$ cat config.mk
export PLATFORM = sky130hd
export DESIGN_NAME = player_input_cond_flat
export DESIGN_NICKNAME = d
export VERILOG_FILES = /design/src/rtl/tug_pkg.sv /design/src/rtl/player_input_cond_if.sv /design/src/rtl/key_debounce.sv /design/src/rtl/player_input_cond.sv /design/src/flat_wrapper.sv
export SDC_FILE = /design/constraint.sdc
export NUM_CORES = 1
export LEC_CHECK = 0
export CELL_PAD_IN_SITES_DETAIL_PLACEMENT = 1
export CELL_PAD_IN_SITES_GLOBAL_PLACEMENT = 1
export CORE_UTILIZATION = 35
export CTS_CLUSTER_DIAMETER = 100
export CTS_CLUSTER_SIZE = 28
export DETAILED_ROUTE_END_ITERATION = 8
export GPL_TIMING_DRIVEN = 0
export PLACE_DENSITY_LB_ADDON = 0.1
export SKIP_LAST_GASP = 1
export SLEW_MARGIN = 10
export SYNTH_ARGS = -nofsm -noshare
export SYNTH_HDL_FRONTEND = slang
export SYNTH_HIERARCHICAL = 1
export SYNTH_SLANG_ARGS = --single-unit
$ cat constraint.sdc
create_clock -name clk -period 1 [get_ports clk]
set_input_delay 0.15 -clock clk [delete_from_list [all_inputs] [get_ports clk]]
set_output_delay 0.15 -clock clk [all_outputs]
set_load 0.02 [all_outputs]
$ cat src/rtl/tug_pkg.sv
// Shared tug-of-war types and defaults.
// Debounce state encoding and build constants reused by tops and benches.
package tug_pkg;

  typedef enum logic [1:0] {
    IDLE,
    PRESS_WAIT,
    HELD,
    REL_WAIT
  } deb_state_e;

  localparam int SYNC_STAGES_DEF     = 2;
  localparam int DEBOUNCE_CYCLES_DEF = 4;

  function automatic int cnt_width(input int cycles);
    return $clog2(cycles + 1);
  endfunction

endpackage

$ cat src/rtl/player_input_cond_if.sv
// Player key / press-pulse bundle.
// master: drives keys and enable; slave: returns pulses and held levels.
interface player_input_cond_if;

  logic key_l_n;
  logic key_r_n;
  logic enable;
  logic L;
  logic R;
  logic held_l;
  logic held_r;

  modport master (
    output key_l_n,
    output key_r_n,
    output enable,
    input  L,
    input  R,
    input  held_l,
    input  held_r
  );

  modport slave (
    input  key_l_n,
    input  key_r_n,
    input  enable,
    output L,
    output R,
    output held_l,
    output held_r
  );

endinterface

$ cat src/rtl/key_debounce.sv
// One-key synchronizer + debounce FSM.
// Ports: clk, reset (async low), key_n raw; press = HELD-entry strobe, held level.
module key_debounce
  import tug_pkg::*;
#(
  parameter int SYNC_STAGES     = SYNC_STAGES_DEF,
  parameter int DEBOUNCE_CYCLES = DEBOUNCE_CYCLES_DEF
) (
  input  logic clk,
  input  logic reset,
  input  logic key_n,
  output logic press,
  output logic held
);

  localparam int CW = cnt_width(DEBOUNCE_CYCLES);
  localparam logic [CW-1:0] DC  = CW'(DEBOUNCE_CYCLES);
  localparam logic [CW-1:0] ONE = CW'(1);

  logic [SYNC_STAGES-1:0] sync;
  logic                   s;

  deb_state_e    state, state_nx;
  logic [CW-1:0] cnt, cnt_nx;
  logic          held_q, held_nx;

  always_ff @(posedge clk or negedge reset) begin
    if (!reset) begin
      sync <= '1;
    end else begin
      sync <= {sync[SYNC_STAGES-2:0], key_n};
    end
  end

  // Chain output is active-low; s=1 means pressed.
  assign s = ~sync[SYNC_STAGES-1];

  always_ff @(posedge clk or negedge reset) begin
    if (!reset) begin
      state  <= IDLE;
      cnt    <= '0;
      held_q <= 1'b0;
    end else begin
      state  <= state_nx;
      cnt    <= cnt_nx;
      held_q <= held_nx;
    end
  end

  always_comb begin
    state_nx = state;
    cnt_nx   = cnt;
    held_nx  = held_q;
    press    = 1'b0;
    unique case (state)
      IDLE: begin
        if (s) begin
          state_nx = PRESS_WAIT;
          cnt_nx   = ONE;
        end
      end
      PRESS_WAIT: begin
        if (!s) begin
          state_nx = IDLE;
          cnt_nx   = '0;
        end else if (cnt < DC) begin
          cnt_nx = cnt + ONE;
        end else begin
          state_nx = HELD;
          cnt_nx   = '0;
          held_nx  = 1'b1;
          press    = 1'b1;
        end
      end
      HELD: begin
        if (!s) begin
          state_nx = REL_WAIT;
          cnt_nx   = ONE;
        end
      end
      REL_WAIT: begin
        if (s) begin
          state_nx = HELD;
          cnt_nx   = '0;
        end else if (cnt < DC) begin
          cnt_nx = cnt + ONE;
        end else begin
          state_nx = IDLE;
          cnt_nx   = '0;
          held_nx  = 1'b0;
        end
      end
      default: begin
        state_nx = IDLE;
        cnt_nx   = '0;
        held_nx  = 1'b0;
      end
    endcase
  end

  assign held = held_q;

endmodule

$ cat src/rtl/player_input_cond.sv
// Tug-of-war input conditioning: two debounced keys, one pulse per press.
// Ports: clk, reset (async low), bus (slave: keys/enable in, L/R/held out).
module player_input_cond
  import tug_pkg::*;
#(
  parameter int SYNC_STAGES     = SYNC_STAGES_DEF,
  parameter int DEBOUNCE_CYCLES = DEBOUNCE_CYCLES_DEF
) (
  input  logic                clk,
  input  logic                reset,
  player_input_cond_if.slave  bus
);

  logic press_l, press_r;
  logic held_l, held_r;
  logic l_q, r_q;

  key_debounce #(
    .SYNC_STAGES     (SYNC_STAGES),
    .DEBOUNCE_CYCLES (DEBOUNCE_CYCLES)
  ) u_key_l (
    .clk   (clk),
    .reset (reset),
    .key_n (bus.key_l_n),
    .press (press_l),
    .held  (held_l)
  );

  key_debounce #(
    .SYNC_STAGES     (SYNC_STAGES),
    .DEBOUNCE_CYCLES (DEBOUNCE_CYCLES)
  ) u_key_r (
    .clk   (clk),
    .reset (reset),
    .key_n (bus.key_r_n),
    .press (press_r),
    .held  (held_r)
  );

  // enable only matters on the HELD-entry edge; a frozen press is lost.
  always_ff @(posedge clk or negedge reset) begin
    if (!reset) begin
      l_q <= 1'b0;
      r_q <= 1'b0;
    end else begin
      l_q <= press_l & bus.enable;
      r_q <= press_r & bus.enable;
    end
  end

  assign bus.L      = l_q;
  assign bus.R      = r_q;
  assign bus.held_l = held_l;
  assign bus.held_r = held_r;

endmodule

$ cat src/flat_wrapper.sv
// flat-port wrapper written by rule: the top's interface ports become plain ports
module player_input_cond_flat import tug_pkg::*;
#(
  parameter int SYNC_STAGES     = SYNC_STAGES_DEF,
  parameter int DEBOUNCE_CYCLES = DEBOUNCE_CYCLES_DEF
)
  (clk, reset, bus_key_l_n, bus_key_r_n, bus_enable, bus_L, bus_R, bus_held_l, bus_held_r);
  player_input_cond_if bus_i ();
  input  logic clk;
  input  logic reset;
  input wire logic [$bits(bus_i.key_l_n)-1:0] bus_key_l_n;
  input wire logic [$bits(bus_i.key_r_n)-1:0] bus_key_r_n;
  input wire logic [$bits(bus_i.enable)-1:0] bus_enable;
  output wire logic [$bits(bus_i.L)-1:0] bus_L;
  output wire logic [$bits(bus_i.R)-1:0] bus_R;
  output wire logic [$bits(bus_i.held_l)-1:0] bus_held_l;
  output wire logic [$bits(bus_i.held_r)-1:0] bus_held_r;
  assign bus_i.key_l_n = bus_key_l_n;
  assign bus_i.key_r_n = bus_key_r_n;
  assign bus_i.enable = bus_enable;
  assign bus_L = bus_i.L;
  assign bus_R = bus_i.R;
  assign bus_held_l = bus_i.held_l;
  assign bus_held_r = bus_i.held_r;
  player_input_cond #(.SYNC_STAGES(SYNC_STAGES), .DEBOUNCE_CYCLES(DEBOUNCE_CYCLES)) u_core (.clk(clk), .reset(reset), .bus(bus_i));
endmodule
# Yosys cells after proc, flatten, opt, wreduce, memory -nomap -nowiden
# Index checks and enable logic that the tools add are counted.
dict set report totals {
  regBits 18
  wordCells 90
  out_inout_bits 4
  in_bits 5
}
dict set report classes {
  n_eq_ne 22
  reduce_logical 10
  mux 42
  bitwise 2
  magnitude_cmp 2
  addsub 2
}
# cell count
set ops {}
lappend ops {{2-to-1 mux 3 bit} 10}
lappend ops {{2-to-1 mux 2 bit} 12}
lappend ops {{inequality test 2 bit, second input constant} 12}
lappend ops {{case mux 3 bit (4 select lines)} 2}
lappend ops {{case mux 2 bit (4 select lines)} 2}
lappend ops {{2-to-1 mux 1 bit} 14}
lappend ops {{inequality test 3 bit, second input constant} 4}
lappend ops {{AND reduction 5 bit} 2}
lappend ops {{equality test 2 bit, second input constant} 4}
lappend ops {{AND reduction 4 bit} 2}
lappend ops {{adder 3 x 1 -> 3 bit, second input constant} 2}
lappend ops {{< comparator 3 bit, second input constant} 2}
lappend ops {{equality test 2 x 1 -> 1 bit, second input constant} 2}
lappend ops {{logical NOT 2 bit} 2}
lappend ops {{case mux 1 bit (2 select lines)} 2}
lappend ops {{AND reduction 2 bit} 2}
lappend ops {{nonzero test 2 bit} 2}
lappend ops {{AND 1 bit} 2}

# Longest topological paths before layout
dict set report logic_depth {
  word_depth 5
  ltp_mapped 3
  depth_no_buf 3
}

# By module
# Netlist, hierarchy kept.
# mod cells_each instances seq_area_each_um2 area_each_um2
set by_module_without_submodules {}
lappend by_module_without_submodules {key_debounce 26 2 202.7 344.1}
lappend by_module_without_submodules {player_input_cond 4 1 50.0 62.6}

# Worst setup path before layout
# No wires, ideal clock.
dict set report synth_timing {
  kind {reg2reg}
  start {register u_core.u_key_l.sync[1]}
  end {register u_core.u_key_l.held_q, in the netlist u_core/u_key_l/held}
  path_stages_with_launch 3
  t_required_ns 0.876
  period_less_slack_ns 1.104
  path_buffers 0
  setup_ns 0.124
  slack_ns -0.104
  arrival_ns 0.980
  path_cell_list {dfstp_2 > and4bb_1 > a211o_1}
}
dict set report synth_between {
  elab_chain_cells 2
  word_cells_on_any_way 3
  cone_classes {2 x eq/ne; 1 x reduce/logical}
}
# item line
set synth_lines {}
lappend synth_lines {{start: declaration} key_debounce.sv:20} ;# logic [SYNC_STAGES-1:0] sync;
lappend synth_lines {{start signal: assignment} key_debounce.sv:31} ;# sync <= {sync[SYNC_STAGES-2:0], key_n};
lappend synth_lines {{inequality test 2 bit (no source line)} -}
lappend synth_lines {{AND reduction 5 bit (no source line) *} -}
lappend synth_lines {{end signal: assignment} key_debounce.sv:46} ;# held_q <= held_nx;
lappend synth_lines {{end: declaration} key_debounce.sv:25} ;# logic held_q, held_nx;
# Mark *: on every way between the ends. The rest lies on a longest branch, timed or not.
# A chain may end at the register's enable or synchronous reset.

# Worst setup path after layout
# Ends and elaborated chain as after synthesis.

==> flow_metrics.py <==
metrics = {
    "die": {
        "die_y_microns": 48.32,
        "initial_core_util_pct": 37.88,
        "num_rows": 16,
        "core-area_sq_um": 1982,
        "die_area_sq_um": 2334,
        "pin_count": 9,
        "die_w_microns": 48.32,
    },
    "status": {
        "violations": "negative setup slack",
        "status": "finished with violations",
    },
    "critical_path": {
        "worst-endpoint-arrival_ns": 1.33,
        "r2r_cells": 2,
        "cp-start-kind": "register",
        "slowest_stage": "dfstp_2",
        "critPathMaxStageDelay_ns": 0.60,
        "regToRegSetupSlack_ns": -0.14,
        "cp_cell_sequence": "and4bb_1 > a211o_1",
        "path_max_fanout": 5,
        "reg2reg_from": "u_core/u_key_l/sync[1]",
        "cp.required_ns": 1.19,
        "setup.worst_path.class": "reg2reg",
        "worstReg2RegEnd": "u_core/u_key_l/held",
        "endpoint_kind": "register",
    },
    "cts": {
        "cts_tree": "built",
        "h-tree-depth": 1,
        "clk_latency_ns": 0.29,
        "cts_sinks": 18,
        "clkTransAtPathRegs_ns": 0.10,
        "cts_buffer_depth": 2,
        "cts_inserted_buffers": 3,
        "clockRootBuffer": "clkbuf_4",
    },
    "pwr": {
        "p_leak_nw": 0.4086,
        "p_per_area_nw_per_um2": 2299,
        "irDropWorstVdd_mv": 1.103,
        "power_mw": 2.125,
    },
    "finish": {
        "n_fill_cell": 196,
        "final_common_cell": "dfrtp_1",
        "area_growth_pct": 23.17,
        "most-common-layout-cells": "dfrtp_1, mux2i_1",
        "diodes": 0,
        "drive_above_1_share_pct": 21.74,
        "fin_nets": 77,
    },
    "detailed_routing": {
        "ant_nets": 0,
        "finalWirelength_microns": 1218,
        "route.detailed.drc": 0,
        "drt_iter0_drc": 3,
        "via_per_inst": 4.813,
        "drtPass1Iterations": 2,
        "vias": 462,
        "wl_per_cell_microns": 12.69,
    },
    "global_routing": {
        "antenna_found_initial": 0,
        "grtUsageTotal_pct": 11.84,
        "grt_start_max_net_pins": 19,
        "grt_overflow": 0,
        "grt_pass1_vias": 439,
        "grt_pass1_wl_microns": 2056,
    },
    "sta": {
        "final_max_slew_viol_count": 0,
        "slew_headroom_pct": 48.10,
        "fin_crit_ns": 1.142,
        "setup_slack_ns": -0.1421,
        "whs_ns": 0.2503,
        "finalCritPeriodShare_pct": 114.2,
        "worst_pin_slew_ns": 0.7760,
        "hold_violations": 0,
        "fin_skew_ns": 0.001460,
        "grt_setup_unrepaired": "yes",
        "fmax_mhz": 875.6,
        "setup_violations": 11,
    },
    "min_path": {
        "holdPathEnd": "u_core/u_key_r/sync[0]",
        "whs_path_depth": 1,
        "min_from": "bus_key_r_n",
        "hold_path.class": "in2reg",
    },
    "logic_synthesis": {
        "synth_seq_cells": 18,
        "syn-num-nets": 63,
        "synth_area_leaders": "dfrtp_1, dfstp_2, mux2i_1",
        "synthCells": 56,
        "ys_types": 17,
        "synth_area_sq_um": 750.7,
        "synth_top_cell_area_share_pct": 46.67,
        "synth_top_area_cell": "dfrtp_1",
        "avgSynthCellArea_sq_um": 13.41,
        "yosys_warnings": 6,
        "yosysSeqAreaShare_pct": 60.67,
    },
    "placement": {
        "io_buffers": 8,
        "place.gp.congestion": 0.6778,
        "hpwl_microns": 855.7,
        "post-place-ws_ns": -0.2134,
    },
    "run": {
        "drv_cap": 0,
    },
}
[cell families after synthesis]
| group | synth area share, % |
|---|---|
| AOI/OAI and AO/OA | 8.999 |
| DFF | 60.67 |
| muxes | 8.000 |
| xor gates and xnor gates | 4.668 |
| adders and majority gates | 3.333 |
| buffers and inverters | 1.000 |
| and+or+nand+nor | 13.33 |
[report_power, final]
group	internal, mW	switching [mW]	leakage (nW)	total, mW
clock network	0.222	0.226	0.0210	0.448
registers	0.908	0.220	0.214	1.13
logic	0.327	0.223	0.174	0.550
total	1.46	0.669	0.409	2.13
[area by class of cell]
class / instances / area [sq um] / area share [%]
Clock buffer: 4 / 36.28 / 3.924
Inverter: 2 / 7.507 / 0.8119
Multi-Input combinational cell: 36 / 299.0 / 32.34
Sequential cell: 18 / 455.4 / 49.26
Tap cell: 27 / 33.78 / 3.654
Timing Repair Buffer: 9 / 92.59 / 10.01
[layer usage]
metal  up-vias  track usage (%)  share of wire (%)
met5         -                0                  0
met4         0            7.353                1.1
met3         2            2.830                3.0
met2         7            15.49                 44
met1       231            17.42                 52
li1        222                -                  -
[timing repair]
action / in CTS / in global routing
gates resized for setup: 19 / 7
setup buffers: 0 / 1
gates cloned: 0 / 0
hold buffers: 0 / 0
setup endpoints to repair: 14 / 16
pin swaps: 4 / 1
[synthesized netlist by cell type]
master / instances
dfrtp_1: 14
mux2i_1: 6
dfstp_2: 4
nand2b_1: 4
nand3b_1: 4
a211o_1: 2
a21boi_0: 2
a21oi_1: 2
and2_1: 2
and4bb_1: 2
ha_1: 2
inv_1: 2
nand2_1: 2
o21a_1: 2
o21ai_0: 2
xnor2_1: 2
xor2_1: 2
[worst max path at each step]
| stage | start | endpoint | slack (ns) | cells past startpoint |
|---|---|---|---|---|
| final | u_core/u_key_l/sync[1] | u_core/u_key_l/held | -0.14 | 2 |
| after global routing | u_core/u_key_l/sync[1] | u_core/u_key_l/held | -0.18 | 2 |
| after CTS | u_core/u_key_r/sync[1] | u_core/u_key_r/cnt[1] | -0.14 | 2 |
| after detailed placement | reset | u_core/bus.R | -0.21 | 1 |
| after global placement | reset | u_core/u_key_r/held | -0.22 | 1 |
| after floorplan | u_core/u_key_l/sync[1] | u_core/u_key_l/held | -0.09 | 2 |
[metrics by stage]
| step | TNS [ns] | utilization, % | std cells | instance area (sq um) |
|---|---|---|---|---|
| finish | -0.7616 | 46.65 | 96 | 924.6 |
| detailed placement | -4.444 | 43.62 | 91 | 864.6 |
| floorplan | -0.2383 | - | 56 | 750.7 |
| CTS | -0.8449 | 45.39 | 95 | 899.6 |
| global route | -1.432 | 46.65 | 96 | 924.6 |
| global placement | -4.366 | 43.62 | 91 | 864.6 |
[worst max-delay path, delay by kind of cell, from the launching register on]
kind / cells / cell delay [ns]
AO/OA/AOI/OAI: 1 / 0.22
flip-flops: 1 / 0.60
AND/OR/NAND/NOR: 1 / 0.22
No activity file was read; power rests on OpenSTA's default activity.
